`config.mk`:
```
export PLATFORM = sky130hd
export DESIGN_NAME = pp_mul_pipe
export DESIGN_NICKNAME = d
export VERILOG_FILES = /design/src/rtl/mul_pkg.sv /design/src/rtl/booth_r4_enc.sv /design/src/rtl/carry_save_adder.sv /design/src/rtl/pp_mul_pipe.sv
export SDC_FILE = /design/constraint.sdc
export NUM_CORES = 2
export LEC_CHECK = 0
export ABC_AREA = 1
export BUFFER_PORTS_ARGS = -buffer_cell sky130_fd_sc_hd__buf_2
export CORE_AREA = 2 2 484 486
export DETAILED_ROUTE_END_ITERATION = 8
export DIE_AREA = 0 0 486 488
export GPL_TIMING_DRIVEN = 0
export PLACE_DENSITY = 0.65
export SYNTH_ARGS = -nofsm -noshare
export SYNTH_HDL_FRONTEND = slang
export SYNTH_HIERARCHICAL = 1
export SYNTH_SLANG_ARGS = --single-unit
```
`constraint.sdc`:
```
create_clock -name CLK -period 67.2 [get_ports CLK]
set_input_delay 0 -clock CLK [delete_from_list [all_inputs] [get_ports CLK]]
set_output_delay 0 -clock CLK [all_outputs]
set_load 0.05 [all_outputs]
```
`src/rtl/mul_pkg.sv`:
```
// Shared definitions for the pipelined Booth multiplier.
//   sign_mode_e  : operand signedness, bit1 = multiplicand signed, bit0 = multiplier signed
//   booth_sel_e  : magnitude selected by one radix-4 Booth digit (0, 1x or 2x multiplicand)
//   MUL_LATENCY  : number of register stages between accept and result
package mul_pkg;

    localparam int MUL_LATENCY = 3;

    typedef enum logic [1:0] {
        UU = 2'b00,
        US = 2'b01,
        SU = 2'b10,
        SS = 2'b11
    } sign_mode_e;

    typedef enum logic [1:0] {
        BOOTH_ZERO = 2'b00,
        BOOTH_ONE  = 2'b01,
        BOOTH_TWO  = 2'b10
    } booth_sel_e;

    function automatic logic a_is_signed(input sign_mode_e mode);
        return (mode == SU) || (mode == SS);
    endfunction

    function automatic logic b_is_signed(input sign_mode_e mode);
        return (mode == US) || (mode == SS);
    endfunction

endpackage

```
`src/rtl/booth_r4_enc.sv`:
```
// Radix-4 Booth recoder for a single digit.
//   triplet : multiplier bits {b[2j+1], b[2j], b[2j-1]}
//   sel     : magnitude of the digit (0, 1 or 2 times the multiplicand)
//   neg     : digit is negative
module booth_r4_enc
    import mul_pkg::*;
(
    input  logic [2:0] triplet,
    output booth_sel_e sel,
    output logic       neg
);

    // 3'b111 is -0; it is reported as a plain zero so no stray +1 is injected.
    always_comb begin
        sel = BOOTH_ZERO;
        neg = 1'b0;
        case (triplet)
            3'b001, 3'b010: sel = BOOTH_ONE;
            3'b011:         sel = BOOTH_TWO;
            3'b100: begin
                sel = BOOTH_TWO;
                neg = 1'b1;
            end
            3'b101, 3'b110: begin
                sel = BOOTH_ONE;
                neg = 1'b1;
            end
            default: begin
                sel = BOOTH_ZERO;
                neg = 1'b0;
            end
        endcase
    end

endmodule

```
`src/rtl/carry_save_adder.sv`:
```
// 3:2 carry-save adder over a WIDTH-bit vector.
//   a, b, c : addends
//   sum     : bitwise sum
//   carry   : majority bits already shifted up one place; the carry out of the
//             top bit is dropped, so the result is a + b + c modulo 2**WIDTH
module carry_save_adder #(
    parameter int WIDTH = 64
) (
    input  logic [WIDTH-1:0] a,
    input  logic [WIDTH-1:0] b,
    input  logic [WIDTH-1:0] c,
    output logic [WIDTH-1:0] sum,
    output logic [WIDTH-1:0] carry
);

    logic [WIDTH-1:0] maj;

    assign sum   = a ^ b ^ c;
    assign maj   = (a & b) | (a & c) | (b & c);
    assign carry = maj << 1;

endmodule

```
`src/rtl/pp_mul_pipe.sv`:
```
// Three-stage pipelined radix-4 Booth multiplier with tag sideband and flush.
//   CLK, RST                 : clock, asynchronous active-high reset
//   in_valid / in_ready      : operation handshake (in_ready = pipeline may advance)
//   multiplicand, multiplier : WIDTH-bit operands (WIDTH even, >= 8)
//   is_signed                : bit1 = multiplicand signed, bit0 = multiplier signed
//   tag_in / tag_out         : opaque ID travelling with its operation
//   flush                    : drops every in-flight operation on the next edge
//   out_valid / out_ready    : result handshake
//   product                  : exact 2*WIDTH-bit product
// Stage 1 holds Booth partial products, stage 2 two carry-save pairs,
// stage 3 the carry-propagated product.
module pp_mul_pipe
    import mul_pkg::*;
#(
    parameter int WIDTH = 32,
    parameter int TAG_W = 4
) (
    input  logic                 CLK,
    input  logic                 RST,
    input  logic                 in_valid,
    output logic                 in_ready,
    input  logic [WIDTH-1:0]     multiplicand,
    input  logic [WIDTH-1:0]     multiplier,
    input  logic [1:0]           is_signed,
    input  logic [TAG_W-1:0]     tag_in,
    input  logic                 flush,
    output logic                 out_valid,
    input  logic                 out_ready,
    output logic [2*WIDTH-1:0]   product,
    output logic [TAG_W-1:0]     tag_out
);

    localparam int PW   = 2 * WIDTH;
    localparam int NPP  = WIDTH / 2 + 1;
    localparam int N_LO = NPP / 2;

    logic adv;
    assign adv      = !out_valid || out_ready;
    assign in_ready = adv;

    // Operand extension. The multiplier gets two extension bits so an unsigned
    // operand still ends in a non-negative digit, giving WIDTH/2+1 digits.
    sign_mode_e        mode;
    logic              a_sx;
    logic              b_sx;
    logic [PW-1:0]     a_ext;
    logic [WIDTH+2:0]  b_pad;

    assign mode  = sign_mode_e'(is_signed);
    assign a_sx  = a_is_signed(mode) & multiplicand[WIDTH-1];
    assign b_sx  = b_is_signed(mode) & multiplier[WIDTH-1];
    assign a_ext = {{WIDTH{a_sx}}, multiplicand};
    assign b_pad = {b_sx, b_sx, multiplier, 1'b0};

    // Each partial product is fully sign-extended to PW bits, so the tree
    // sum modulo 2**PW is the exact product in every signedness mode.
    logic [PW-1:0] pp_next [NPP];

    for (genvar j = 0; j < NPP; j++) begin : g_booth
        booth_sel_e    sel;
        logic          neg;
        logic [PW-1:0] mag;

        booth_r4_enc u_enc (
            .triplet (b_pad[2*j+2 -: 3]),
            .sel     (sel),
            .neg     (neg)
        );

        always_comb begin
            mag = '0;
            if (sel == BOOTH_ONE) begin
                mag = a_ext;
            end else if (sel == BOOTH_TWO) begin
                mag = a_ext << 1;
            end
        end

        assign pp_next[j] = (neg ? -mag : mag) << (2 * j);
    end

    logic [PW-1:0]    s1_pp [NPP];
    logic [TAG_W-1:0] s1_tag;
    logic             s1_valid;
    logic [PW-1:0]    s2_sum [2];
    logic [PW-1:0]    s2_car [2];
    logic [TAG_W-1:0] s2_tag;
    logic             s2_valid;

    // The partial products are split into two groups, each reduced to a
    // sum/carry pair; those four vectors are the stage-2 mid-point.
    logic [PW-1:0] red_sum [2];
    logic [PW-1:0] red_car [2];

    for (genvar g = 0; g < 2; g++) begin : g_grp
        localparam int BASE = (g == 0) ? 0 : N_LO;
        localparam int CNT  = (g == 0) ? N_LO : NPP - N_LO;

        if (CNT == 2) begin : g_pass
            assign red_sum[g] = s1_pp[BASE];
            assign red_car[g] = s1_pp[BASE+1];
        end else begin : g_chain
            for (genvar i = 0; i < CNT - 2; i++) begin : g_csa
                logic [PW-1:0] s_in;
                logic [PW-1:0] c_in;
                logic [PW-1:0] s_out;
                logic [PW-1:0] c_out;

                if (i == 0) begin : g_head
                    assign s_in = s1_pp[BASE];
                    assign c_in = s1_pp[BASE+1];
                end else begin : g_link
                    assign s_in = g_csa[i-1].s_out;
                    assign c_in = g_csa[i-1].c_out;
                end

                carry_save_adder #(.WIDTH(PW)) u_csa (
                    .a     (s_in),
                    .b     (c_in),
                    .c     (s1_pp[BASE+i+2]),
                    .sum   (s_out),
                    .carry (c_out)
                );
            end

            assign red_sum[g] = g_csa[CNT-3].s_out;
            assign red_car[g] = g_csa[CNT-3].c_out;
        end
    end

    // Stage 3: fold the four mid-point vectors to two, then carry-propagate.
    logic [PW-1:0] f1_sum;
    logic [PW-1:0] f1_car;
    logic [PW-1:0] f2_sum;
    logic [PW-1:0] f2_car;

    carry_save_adder #(.WIDTH(PW)) u_fold1 (
        .a     (s2_sum[0]),
        .b     (s2_car[0]),
        .c     (s2_sum[1]),
        .sum   (f1_sum),
        .carry (f1_car)
    );

    carry_save_adder #(.WIDTH(PW)) u_fold2 (
        .a     (f1_sum),
        .b     (f1_car),
        .c     (s2_car[1]),
        .sum   (f2_sum),
        .carry (f2_car)
    );

    // Valid bits: flush overrides advance, so an input presented with flush is dropped.
    always_ff @(posedge CLK or posedge RST) begin
        if (RST) begin
            s1_valid  <= 1'b0;
            s2_valid  <= 1'b0;
            out_valid <= 1'b0;
        end else if (flush) begin
            s1_valid  <= 1'b0;
            s2_valid  <= 1'b0;
            out_valid <= 1'b0;
        end else if (adv) begin
            s1_valid  <= in_valid;
            s2_valid  <= s1_valid;
            out_valid <= s2_valid;
        end
    end

    always_ff @(posedge CLK or posedge RST) begin
        if (RST) begin
            for (int j = 0; j < NPP; j++) begin
                s1_pp[j] <= '0;
            end
            for (int g = 0; g < 2; g++) begin
                s2_sum[g] <= '0;
                s2_car[g] <= '0;
            end
            s1_tag  <= '0;
            s2_tag  <= '0;
            product <= '0;
            tag_out <= '0;
        end else if (adv) begin
            for (int j = 0; j < NPP; j++) begin
                s1_pp[j] <= pp_next[j];
            end
            for (int g = 0; g < 2; g++) begin
                s2_sum[g] <= red_sum[g];
                s2_car[g] <= red_car[g];
            end
            s1_tag  <= tag_in;
            s2_tag  <= s1_tag;
            product <= f2_sum + f2_car;
            tag_out <= s2_tag;
        end
    end

endmodule

```
## After elaboration in Yosys (flattened, before gate mapping)

Index checks and enable logic that the tools add are counted.

- Add/sub/neg operators: 18
- Bitwise gates (word level): 107
- Reductions and logical operators: 55
- Equality and inequality tests: 136
- Mux-type cells: 91

Operators with widths:

| kind | count |
|---|---|
| $and A63 B63 Y63 | 45 |
| $xor A64 B64 Y64 | 30 |
| $or A63 B63 Y63 | 30 |
| $mux W64 | 3 |
| $mux W62 | 3 |
| $mux W60 | 3 |
| $mux W58 | 3 |
| $mux W56 | 3 |
| $mux W54 | 3 |
| $mux W52 | 3 |
| $mux W50 | 3 |
| $eq A3 B3 Y1 const B | 48 |
| $mux W48 | 3 |
| $mux W46 | 3 |
| $mux W44 | 3 |
| $mux W42 | 3 |
| $mux W40 | 3 |
| $mux W38 | 3 |
| $mux W36 | 3 |
| $mux W34 | 3 |
| $eq A3 B2 Y1 const B | 32 |
| $mux W32 | 3 |
| $pmux W2 S2 | 17 |
| $add A64 B64 Y64 | 1 |
| 28 further kinds | 153 |

- Word-level logic and storage cells: 435
- Output and inout port bits: 70
- Flip-flop bits (word level): 1149
- Input port bits: 75

## Logic depth before layout (Yosys ltp)

- Depth after elaboration: 21
- Mapped depth: 37
- Depth with buffers taken out: 37

## Modules after synthesis

The synthesis kept the hierarchy.

By module, submodules not included:

| module | seq. area each (µm²) | area each (µm²) | cells each | instances |
|---|---|---|---|---|
| pp_mul_pipe | 28802.6 | 74233.7 | 11675 | 1 |
| carry_save_adder | 0.0 | 1307.5 | 74 | 15 |
| booth_r4_enc | 0.0 | 37.5 | 9 | 17 |

## Worst setup path after synthesis

OpenSTA, ideal clock, no wires.

- Path type: register to register
- Start point: register s1_pp, in the netlist g_grp[1].g_chain.g_csa[0].s_in[24]
- End point: register s2_sum[24] (netlist bit)
- Arrival time: 4.076 ns
- Library setup time: 0.066 ns
- Setup slack: 63.058 ns
- Period minus slack after synthesis: 4.142 ns
- Data required time: 67.134 ns
- Buffers on the path: 0
- Stages on the path, launching flop included: 10
- Cells stage by stage: dfrtp_1 > fa_1 > fa_1 > fa_1 > fa_1 > fa_1 > fa_1 > fa_1 > nand2_1 > nand2_1

- Word-level cells in the longest chain between the ends: 14

RTL lines:

| element | RTL line | RTL |
|---|---|---|
| from (decl) | pp_mul_pipe.sv:82 | `logic [PW-1:0] s1_pp [NPP];` |
| from (signal, indexed assignment) | pp_mul_pipe.sv:185 | `s1_pp[j] <= pp_next[j];` |
| $xor A64 B64 Y64 (2 in a row) | carry_save_adder.sv:18 | `assign sum = a ^ b ^ c;` |
| via g_grp[1].g_chain.g_csa[0].s_out[24] | pp_mul_pipe.sv:106 | `logic [PW-1:0] s_out;` |
| $xor A64 B64 Y64 (2 in a row) | carry_save_adder.sv:18 |  |
| via g_grp[1].g_chain.g_csa[1].s_out[24] | pp_mul_pipe.sv:106 |  |
| $xor A64 B64 Y64 (2 in a row) | carry_save_adder.sv:18 |  |
| via g_grp[1].g_chain.g_csa[2].s_out[24] | pp_mul_pipe.sv:106 |  |
| $xor A64 B64 Y64 (2 in a row) | carry_save_adder.sv:18 |  |
| via g_grp[1].g_chain.g_csa[3].s_out[24] | pp_mul_pipe.sv:106 |  |
| $xor A64 B64 Y64 (2 in a row) | carry_save_adder.sv:18 |  |
| via g_grp[1].g_chain.g_csa[4].s_out[24] | pp_mul_pipe.sv:106 |  |
| $xor A64 B64 Y64 (2 in a row) | carry_save_adder.sv:18 |  |
| via g_grp[1].g_chain.g_csa[5].s_out[24] | pp_mul_pipe.sv:106 |  |
| $xor A64 B64 Y64 (2 in a row) | carry_save_adder.sv:18 |  |
| via g_grp[1].g_chain.g_csa[6].s_out[24] | pp_mul_pipe.sv:106 |  |
| to (signal, indexed assignment) | pp_mul_pipe.sv:188 | `s2_sum[g] <= red_sum[g];` |
| to (decl) | pp_mul_pipe.sv:85 | `logic [PW-1:0] s2_sum [2];` |

The timed path passes the listed nets, and every way through them passes these cells.
A chain may end at the register's enable or synchronous reset.

## Worst setup path in the final report

- Start point: register s1_pp, in the netlist g_grp[1].g_chain.g_csa[0].s_in[46]
- End point: register s2_sum[46] (netlist bit)

Same word-level chain as after synthesis.

==> metrics.yaml <==
run_status:
  run_status: "finished with violations"
  violations: "capacitance limit, slew limit"
global_route:
  first_global_vias: 86298
  grt_first_pass_wirelength_mm: 614.2
  grtUsageTotal_pct: 36.27
  antenna_violations_before_repair: 40
  grt_start_max_net_pins: 126
  grt.overflow.total: 0
synth:
  synth_enable_flop_cells: 0
  yosysTopAreaCellShare_pct: 30.48
  netlist_area_um2: 94480
  synth_seq_area_share_pct: 30.48
  synthTopCellsByArea: "dfrtp_1, nand2_1, fa_1, nand3_1, nor2_1"
  synth_largest_area_cell: "dfrtp_1"
  synth.distinct_cells: 49
  netlist_instances: 12938
  synth.ff_latch_count: 1151
  post-synth-top-count-cell: "nand2_1"
  ys.warnings.count: 6
  async_reset_ff_share_pct: 100.0
  syn_avg_cell_area_um2: 7.303
  most_frequently_used_flop_master_after_synthesis: "dfrtp_1"
  synth_commonest_cells: "nand2_1, nor2_1, dfrtp_1"
finish:
  layout.core_utilization_pct: 45.83
  final_net_count: 14686
  layout-drive-gt1-share_pct: 7.331
  layout-area-overhead-vs-synth_pct: 12.48
hold_path:
  worstHoldEndpoint: "g_grp[1].g_chain.g_csa[0].s_in[30]$_DFFE_PP0P_"
  hold_path.startpoint: "multiplier[17]"
  min_delay_path_depth: 9
  hp-class: "in -> reg"
floorplanning:
  chipWidth_um: 486
  rows: 177
  top_level_ports: 145
  start_util_pct: 40.75
  core_area_um2: 231900
  design.die.area_um2: 237200
  fp.dieH_um: 488
placement:
  detailed_placement_wirelength_estimate_mm: 342.1
  gpl.final_weighted_congestion: 1.089
  portBuffers: 120
drt:
  drt_pass1_iterations: 8
  post_drt_wl_per_cell_um: 25.77
  initialDrtViolationCount: 12636
  drc: 0
  detail_route.wirelength_mm: 431.9
  via_per_inst: 5.513
  dr_total_vias: 92415
  antenna_left: 0
sta:
  grt_setup_unrepaired: "false"
  final_hold_viol_count: 0
  transition_at_the_pin_with_the_smallest_max_transition_slack_ns: 1.645
  layout_min_cycle_time_ns: 4.861
  number_of_max_slew_violations_in_the_final_report: 142
  achievable-frequency_mhz: 205.7
  timing.final.setup_violations: 0
  maxSlewHeadroom_pct: -9.674
  finalSetupTns_ns: 0
  finalCritPeriodShare_pct: 7.234
  finClkSkew_ns: 0.02766
clocking:
  cts_tree: "built"
  clock_insertion_delay_worst_skew_ns: 0.84
  clock_sink_count: 1151
  cts.repair_timing.setup_buffer_count: 0
  cts_resized: 0
  cts.htree.levels: 4
  clk_root_buffer_cell: "clkbuf_16"
  clk_transition_reported_paths_ns: 0.06
  maximum_buffer_depth_of_the_clock_tree: 3
  cts_buffers: 141
  ctsHoldBuffers: 95
critical_path:
  launch_point_of_the_worst_reg_to_reg_path: "g_grp[1].g_chain.g_csa[0].s_in[46]$_DFFE_PP0P_"
  start_point_of_the_critical_path: "g_grp[1].g_chain.g_csa[0].s_in[46]$_DFFE_PP0P_"
  critical_path_required_ns: 67.96
  worst_r2r_endpoint: "s2_sum[46]$_DFFE_PP0P_"
  worst_setup_path_end_kind: "flop"
  cp_max_fo: 2
  timing_worst_setup_path_type: "reg -> reg"
  ff2ff_setup_slack_ns: 62.34
  worstRegToRegCells: 9
  start_kind: "flop"
  arrival_ns: 5.62
job:
  cap_violations: 13
cell usage in the layout (no fill, tap or decap), drive strengths merged, types with 18 or more instances in the layout:
| cell type | Yosys | layout |
|---|---|---|
| a21oi | 322 | 322 |
| buf | 308 | 443 |
| clkbuf | 287 | 480 |
| clkinv | 6 | 37 |
| conb | 16 | 290 |
| dfrtp | 1151 | 1151 |
| diode | 0 | 24 |
| dlygate4sd3 | 0 | 95 |
| fa | 946 | 946 |
| ha | 80 | 80 |
| inv | 983 | 990 |
| nand2 | 5568 | 5568 |
| nand3 | 1145 | 1145 |
| nand4 | 53 | 53 |
| nor2 | 1323 | 1323 |
| nor3 | 87 | 87 |
| nor3b | 18 | 18 |
| o21ai | 455 | 455 |
| o21bai | 22 | 22 |
| o22ai | 24 | 24 |
| o31ai | 65 | 65 |
| xnor2 | 19 | 19 |
cells by family (layout without fill, tap and decap cells):
kind of cell | count (synthesis) | count (layout) | synth area share (%)
buffers and inverters | 1584 | 2067 | 7.238
XOR/XNOR | 21 | 21 | 0.1947
other | 16 | 314 | 0.06357
AND/OR/NAND/NOR | 8233 | 8233 | 35.66
flip-flops | 1151 | 1151 | 30.48
adder cells (fa/ha/maj) | 1026 | 1026 | 21.10
AO/OA/AOI/OAI | 907 | 907 | 5.253
critical path, cell delays in order (launching register included):
cell	delay [ns]
dfrtp_1	0.45
fa_1	0.57
fa_1	0.59
fa_1	0.79
fa_1	0.53
fa_1	0.55
fa_1	0.62
fa_1	0.57
nand2_1	0.05
nand2_1	0.07
state kept, by name, summed over array words and instances (netlist names):
signal and count:
tag_out 4, s2_car 128, out_valid 1, s2_valid 1, s2_sum 128, s1_tag 4
g_grp.g_chain.g_csa.c_in 108, s2_tag 4, g_grp.g_chain.g_csa.s_in 112, s1_valid 1, s1_pp 596, product 64
how the worst max path moves through the flow:
stage	cells after the start	end
after floorplan	1	g_grp[0].g_chain.g_csa[0].c_in[10]$_DFFE_PP0P_
after global placement	2	g_grp[1].g_chain.g_csa[0].s_in[51]$_DFFE_PP0P_
after detailed placement	9	s2_sum[46]$_DFFE_PP0P_
after CTS	9	s2_sum[46]$_DFFE_PP0P_
after global routing	9	s2_sum[45]$_DFFE_PP0P_
final	9	s2_sum[46]$_DFFE_PP0P_
routing by layer:
layer | share of wire [%] | global-route usage (%)
met1 | 39 | 48.46
met2 | 41 | 51.82
met3 | 13 | 10.62
met4 | 7.4 | 21.93
met5 | 0.033 | 0
cell type report:
| type | count | area, um^2 |
|---|---|---|
| diodes | 24 | 60.06 |
| plain buffers | 595 | 3159 |
| clock buffers | 193 | 4048 |
| clock inverters | 60 | 873.3 |
| fillers | 23654 | 125600 |
| inverters | 989 | 3722 |
| multi-input cells | 10477 | 59870 |
| flip-flops and latches | 1151 | 28800 |
| well taps | 3043 | 3807 |
| repair buffers | 230 | 1928 |
per-stage QoR:
step	cells	hold WS (ns)	setup slack, ns	instance area (um^2)
6_report	16762	0.04857	62.34	106300
5_1_grt	16743	0.09398	62.36	106200
4_1_cts	16736	0.000002109	62.43	106200
3_5_place_dp	16388	0.1207	62.39	100300
3_3_place_gp	16375	0.2214	20.00	99920
2_1_floorplan	13212	0.1073	34.78	95510
Power is left out: the tool's default activity adds up to more than one toggle a clock period on the data nets, which glitch-free logic cannot reach.
